$ cat src/rtl/mac_seq_ctrl.sv
// Control sequencer for the small-matrix MAC: loads A/B, walks C[i][j] with K
// element reads each, accumulates products, writes C and triggers the read-out.
module mac_seq_ctrl #(
    parameter int param_M            = 4,
    parameter int param_K            = 4,
    parameter int param_N            = 4,
    parameter int DATA_WIDTH_INITIAL = 8,
    parameter int DATA_WIDTH_FINAL   = DATA_WIDTH_INITIAL * 2
) (
    input  logic                                   clk,
    input  logic                                   rstn,
    input  logic                                   start,
    input  logic                                   abort,
    output logic                                   busy,
    output logic                                   done,
    output logic                                   a_b_we,
    output logic                                   a_b_re,
    output logic [$clog2(param_M*param_K)-1:0]     a_addr,
    output logic [$clog2(param_K*param_N)-1:0]     b_addr,
    input  logic [DATA_WIDTH_INITIAL-1:0]          a_data_out,
    input  logic [DATA_WIDTH_INITIAL-1:0]          b_data_out,
    output logic                                   c_we,
    output logic [$clog2(param_M*param_N)-1:0]     c_addr,
    output logic [DATA_WIDTH_FINAL-1:0]            c_data_in,
    output logic                                   c_re
);

    localparam int AW_A = $clog2(param_M * param_K);
    localparam int AW_B = $clog2(param_K * param_N);
    localparam int AW_C = $clog2(param_M * param_N);
    localparam int IW   = (param_M > 1) ? $clog2(param_M) : 1;
    localparam int JW   = (param_N > 1) ? $clog2(param_N) : 1;
    localparam int KW   = (param_K > 1) ? $clog2(param_K) : 1;
    localparam int PW   = DATA_WIDTH_INITIAL * 2;

    typedef enum logic [2:0] {
        S_IDLE,
        S_LOAD,
        S_READ,
        S_DRAIN,
        S_WRITE,
        S_CREAD,
        S_DONE
    } state_t;

    state_t                      state_q, state_d;
    logic [IW-1:0]               i_q, i_d;
    logic [JW-1:0]               j_q, j_d;
    logic [KW-1:0]               k_q, k_d;
    logic                        valid_q, valid_d;
    logic [DATA_WIDTH_FINAL-1:0] acc_q, acc_d;
    logic [PW-1:0]               product;

    always_ff @(posedge clk or negedge rstn) begin
        if (!rstn) begin
            state_q <= S_IDLE;
            i_q     <= '0;
            j_q     <= '0;
            k_q     <= '0;
            valid_q <= 1'b0;
            acc_q   <= '0;
        end else begin
            state_q <= state_d;
            i_q     <= i_d;
            j_q     <= j_d;
            k_q     <= k_d;
            valid_q <= valid_d;
            acc_q   <= acc_d;
        end
    end

    always_comb begin
        state_d = state_q;
        i_d     = i_q;
        j_d     = j_q;
        k_d     = k_q;
        case (state_q)
            S_IDLE:  if (start) state_d = S_LOAD;
            S_LOAD:  state_d = S_READ;
            S_READ: begin
                if (k_q == KW'(param_K - 1)) begin
                    k_d     = '0;
                    state_d = S_DRAIN;
                end else begin
                    k_d = k_q + KW'(1);
                end
            end
            S_DRAIN: state_d = S_WRITE;
            S_WRITE: begin
                // Last element holds its indices; they are cleared on IDLE entry.
                if (j_q == JW'(param_N - 1)) begin
                    if (i_q == IW'(param_M - 1)) begin
                        state_d = S_CREAD;
                    end else begin
                        i_d     = i_q + IW'(1);
                        j_d     = '0;
                        state_d = S_READ;
                    end
                end else begin
                    j_d     = j_q + JW'(1);
                    state_d = S_READ;
                end
            end
            S_CREAD: state_d = S_DONE;
            S_DONE:  state_d = S_IDLE;
            default: state_d = S_IDLE;
        endcase
        if (abort && state_q != S_IDLE) state_d = S_IDLE;
        if (state_d == S_IDLE) begin
            i_d = '0;
            j_d = '0;
            k_d = '0;
        end
    end

    // Memory read data arrives one cycle after a_b_re; valid tracks that delay.
    assign product = PW'(a_data_out) * PW'(b_data_out);

    always_comb begin
        valid_d = (state_q == S_READ) && !abort;
        acc_d   = acc_q;
        if (state_q == S_LOAD || state_q == S_WRITE) begin
            acc_d = '0;
        end else if (valid_q) begin
            acc_d = acc_q + DATA_WIDTH_FINAL'(product);
        end
    end

    assign busy   = (state_q != S_IDLE);
    assign done   = (state_q == S_DONE);
    assign a_b_we = (state_q == S_LOAD);
    assign a_b_re = (state_q == S_READ);
    assign c_we   = (state_q == S_WRITE);
    assign c_re   = (state_q == S_CREAD);

    always_comb begin
        a_addr    = '0;
        b_addr    = '0;
        c_addr    = '0;
        c_data_in = '0;
        if (state_q == S_READ) begin
            a_addr = AW_A'(int'(i_q) * param_K + int'(k_q));
            b_addr = AW_B'(int'(k_q) * param_N + int'(j_q));
        end
        if (state_q == S_WRITE) begin
            c_addr    = AW_C'(int'(i_q) * param_N + int'(j_q));
            c_data_in = acc_q;
        end
    end

endmodule
$ cat config.mk
export PLATFORM = sky130hd
export DESIGN_NAME = mac_seq_ctrl
export DESIGN_NICKNAME = d
export VERILOG_FILES = /design/src/rtl/mac_seq_ctrl.sv
export SDC_FILE = /design/constraint.sdc
export NUM_CORES = 1
export LEC_CHECK = 0
export CAP_MARGIN = 10
export CORE_ASPECT_RATIO = 0.75
export CORE_UTILIZATION = 50
export DETAILED_ROUTE_END_ITERATION = 6
export PLACE_DENSITY = 0.74
export SLEW_MARGIN = 20
export SYNTH_ARGS = -nofsm -noshare
export SYNTH_HDL_FRONTEND = slang
export SYNTH_SLANG_ARGS = --single-unit
$ cat constraint.sdc
create_clock -name clk -period 6 [get_ports clk]
set_input_delay 0.6 -clock clk [delete_from_list [all_inputs] [get_ports clk]]
set_output_delay 0.6 -clock clk [all_outputs]
set_load 0.01 [all_outputs]
* Word level (Yosys, flattened, before mapping) *
Index checks and enable logic that the tools add are counted.

storage, ports and cells
  bits in registers = 26
  bits in latches = 0
  RAM bits = 0
  memory bits (read-only) = 0
  input bits = 20
  output and inout bits = 34
  logic and storage cells = 61
  memories = 0

cells by class
  add/subtract/negate cells = 7
  multipliers = 1
  div/mod/pow operators = 0
  magnitude comparators = 0
  eq/ne operators = 11
  shift operators = 0
  mux-type cells = 23
  bitwise operators = 0
  reductions and logical operators = 13

operator list
  cell                   number
  $mux W16               3
  $mux W2                11
  $pmux W3 S6            1
  $add A16 B16 Y16       1
  $mul A8 B8 Y16         1
  $mux W3                5
  $add A4 B2 Y4          3
  $mux W4                3
  $eq A3 B3 Y1 const B   3
  $reduce_bool A2 Y1     4
  $add A2 B1 Y2 const B  3
  $eq A2 B2 Y1 const B   3
  $eq A3 B2 Y1 const B   2
  $logic_not A3 Y1       2
  $eq A3 B1 Y1 const B   1
  $ne A3 B2 Y1 const B   1
  $reduce_and A3 Y1      1
  $reduce_bool A3 Y1     1
  $logic_and A1 B1 Y1    2
  $ne A2 B1 Y1 const B   1
  $reduce_and A2 Y1      1
  $logic_not A1 Y1       1
  $logic_or A1 B1 Y1     1

* Logic depth before layout (Yosys ltp) *
  depth after elaboration = 8
  depth in mapped cells = 16
  mapped depth without buffers = 15

* Worst setup path after synthesis *
No wires, ideal clock.

  path kind = input to register
  start = input port a_data_out[5]
  end = register acc_q[15]
  setup time = 122 ps
  data arrival time = 4866 ps
  required time = 5878 ps
  slack = 1012 ps
  cell stages on the path = 15
  buffers on the path = 1
  cells stage by stage = clkbuf_1 > nand2_1 > fa_1 > inv_1 > fa_1 > fa_1 > inv_1 > fa_1 > inv_1 > ha_1 > and3_1 > a221oi_2 > and4b_1 > or4_1 > a32o_1

between the ends
  word-level cells in the longest chain between the ends = 4

ends and longest elaborated chain
  item                  line  RTL
  start, declared       20    input logic [DATA_WIDTH_INITIAL-1:0] a_data_out,
  $mul A8 B8 Y16        117   assign product = PW'(a_data_out) * PW'(b_data_out);
  $add A16 B16 Y16      125   acc_d = acc_q + DATA_WIDTH_FINAL'(product);
  $mux W16              124   end else if (valid_q) begin
  $mux W16              122   if (state_q == S_LOAD || state_q == S_WRITE) begin
  end signal, assigned  61    acc_q <= '0;
  end signal, assigned  68    acc_q <= acc_d;
  end, declared         51    logic [DATA_WIDTH_FINAL-1:0] acc_q, acc_d;

Every way passes these cells. The select of a mux whose other input is x is not followed.
A chain may end at the register's enable or synchronous reset.

* Final worst setup path *
  start = input port a_data_out[0]
  end = register acc_q[15]

Same word-level chain as after synthesis.

==> results.json <==
{
  "timing.rr.end": "acc_q[15]",
  "ctsHoldBuffers": 0,
  "wl_per_cell_um": 14.0,
  "path_class": "input port to register",
  "peakVddDrop_mv": 0.279,
  "finalCritPeriodShare_pct": 90.2,
  "tns_ns": 0,
  "pwr-share-comb_pct": 76.4,
  "numCtsBuffers": 3,
  "h-tree-depth": 1,
  "hpwl_um": 6930,
  "power_density_nw_per_um2": 376,
  "worst-slew-pin-transition_ns": 0.849,
  "skew_ns": 0.00918,
  "num-nets-final": 589,
  "p_sw_mw": 0.844,
  "maxSlewViolCount": 0,
  "dieArea_um2": 8060,
  "synth_nets": 548,
  "finalHoldViolations": 0,
  "yosys.cell_types.count": 48,
  "ys_async_sr_fraction_pct": 100,
  "cts_tree": "built",
  "seqPwrFrac_pct": 15.1,
  "final_antenna_net_count": 0,
  "drt_iter0_drc": 180,
  "worst_setup_path_end_kind": "register",
  "start_util_pct": 52.1,
  "routed_via_density": 5.33,
  "gr-total-overflow": 0,
  "io_pins": 54,
  "hold_slack_ns": 0.537,
  "p_leak_nw": 2.36,
  "cts_resized": 0,
  "grt_first_pass_wirelength_um": 14500,
  "syn_area_per_cell_um2": 8.75,
  "drv_cap": 0,
  "core_area_um2": 7400,
  "clockBufferDepth": 2,
  "relSlewSlack_pct": 43.4,
  "routabilityCongestion": 0.884,
  "yosys_warnings": 0,
  "netlist_top_cells_area": "fa_1 26%, dfrtp_1 17%, ha_1 12%",
  "grt_pass1_vias": 3114,
  "portBuffers": 53,
  "clock_latency_ns": 0.27,
  "drc": 0,
  "n_fill_cell": 627,
  "drive_gt1_share_pct": 1.88,
  "period_needed_ns": 5.41,
  "grt_max_degree": 33,
  "cts_sinks": 26,
  "rsz0062_at_grt": "false",
  "cts_root_buf": "clkbuf_8",
  "r2r_start": "acc_q[7]",
  "num_antenna_cells": 0,
  "die_y_um": 78.0,
  "r2r_cells": 14,
  "synth_top_area_cell": "fa_1",
  "area_growth_pct": 17.2,
  "switching_share_pct": 49.8,
  "synth_seq_cells": 26,
  "hp-start": "acc_q[3]",
  "synth_edf_count": 0,
  "min_path_cells": 1,
  "synth_top_cell_area_share_pct": 26.0,
  "num_rows": 27,
  "fmax_mhz": 185,
  "status": "completed",
  "drt_wl_total_um": 8130,
  "cp.arrival_ns": 5.58,
  "dp_cells": 577,
  "num_vias": 3099,
  "synthCells": 440,
  "cp_max_fo": 8,
  "postCtsSetupBuffers": 0,
  "path_clk_slew_ns": 0.09,
  "gr-usage-all-layers_pct": 23.0,
  "die_w_um": 103,
  "required_ns": 6.17,
  "hold_path_class": "register to register",
  "antenna_found_initial": 0,
  "start_kind": "input port",
  "p_int_mw": 0.852,
  "stdcell_count": 581,
  "ff2ff_setup_slack_ns": 1.27,
  "min_to": "acc_q[3]",
  "syn_area_um2": 3850,
  "seq_area_frac_synth_pct": 16.9,
  "drt-pass1-iter-count": 4,
  "power.share.clock_pct": 8.5,
  "synth-main-ff-cell": "dfrtp_1",
  "finalSetupViolCount": 0
}
==> worst max-delay path: stages <==
cell and delay (ns):
clkdlybuf4s50_1 0.60, nand2_1 0.12, fa_1 0.52, fa_1 0.55, inv_1 0.06, fa_1 0.54
inv_1 0.06, fa_1 0.52, inv_1 0.04, ha_1 0.35, a21o_1 0.21, a221oi_2 0.38
and4b_1 0.25, or4_1 0.50, a32o_1 0.28
==> cells in the final DEF (no fill, tap or decap), types with 10 or more instances in the layout <==
master / Yosys / layout
xnor2_1: 11 / 11
nor2_1: 16 / 15
inv_1: 97 / 97
and2_1: 41 / 41
fa_1: 50 / 50
ha_1: 38 / 38
dfrtp_1: 26 / 26
a21oi_1: 10 / 10
nand2_1: 45 / 45
and3_1: 22 / 22
clkdlybuf4s50_1: 0 / 53
==> cells in the mapped netlist, drive strengths merged, types with 10 or more instances <==
| cell type | n |
|---|---|
| a21oi | 10 |
| nand2 | 45 |
| clkbuf | 16 |
| dfrtp | 26 |
| nor2 | 16 |
| and2 | 41 |
| inv | 97 |
| ha | 38 |
| fa | 50 |
| a22o | 10 |
| xnor2 | 11 |
| and3 | 22 |
==> kinds of logic after synthesis <==
family          after synthesis  share of synthesized area (%)
simple gates                141                           19.2
buf+inv                     115                           11.4
fa+ha+maj                    88                           38.3
compound gates               54                           10.4
flops                        26                           16.9
xor+xnor                     13                           2.96
mux                           3                          0.780
==> sequential cells by signal (all words and copies together), names as in the netlist <==
name     cells
j_q          2
acc_q       16
valid_q      1
i_q          2
state_q      3
k_q          2
==> worst max-delay path by stage <==
stage	from	end	depth (start not counted)
3_5_place_dp	b_data_out[7]	acc_q[15]	15
6_report	a_data_out[0]	acc_q[15]	15
3_3_place_gp	b_data_out[7]	acc_q[15]	15
4_1_cts	b_data_out[7]	acc_q[15]	15
5_1_grt	b_data_out[7]	acc_q[15]	15
2_1_floorplan	a_data_out[5]	acc_q[15]	15
==> power by group through the flow <==
stage | Clock [mW] | Combinational, mW | Sequential [mW]
finish | 0.144 | 1.30 | 0.256
detailed placement | 0 | 1.29 | 0.258
global placement | 0 | 1.25 | 0.256
floorplan | 0 | 1.02 | 0.236
CTS | 0.147 | 1.30 | 0.255
global route | 0.153 | 1.50 | 0.261
==> routing by layer <==
layer,track usage [%],part of all wire (%),up-vias
met1,32.7,46,1542
met3,3.33,5.0,8
met5,0,0,-
li1,-,-,1470
met2,37.7,48,79
met4,3.52,1.1,0
==> cell type report <==
class / count / area [um2] / area share [%]
inverter: 97 / 364 / 8.07
clock inverter: 1 / 30.0 / 0.665
sequential: 26 / 651 / 14.4
timing repair buffer: 54 / 538 / 11.9
tap: 101 / 126 / 2.80
clock buffer: 3 / 41.3 / 0.915
multi-input combinational: 299 / 2760 / 61.2
==> metrics by stage <==
step | area (um2) | total power [mW] | setup WS (ns) | utilization, %
finish | 4510 | 1.70 | 0.588 | 61.0
global route | 4510 | 1.91 | 0.372 | 61.0
CTS | 4510 | 1.70 | 0.587 | 61.0
detailed placement | 4440 | 1.55 | 0.297 | 60.0
global placement | 4440 | 1.50 | 0.409 | 60.0
floorplan | 3850 | 1.26 | 1.01 | -
(Power assumes the default switching activity.)
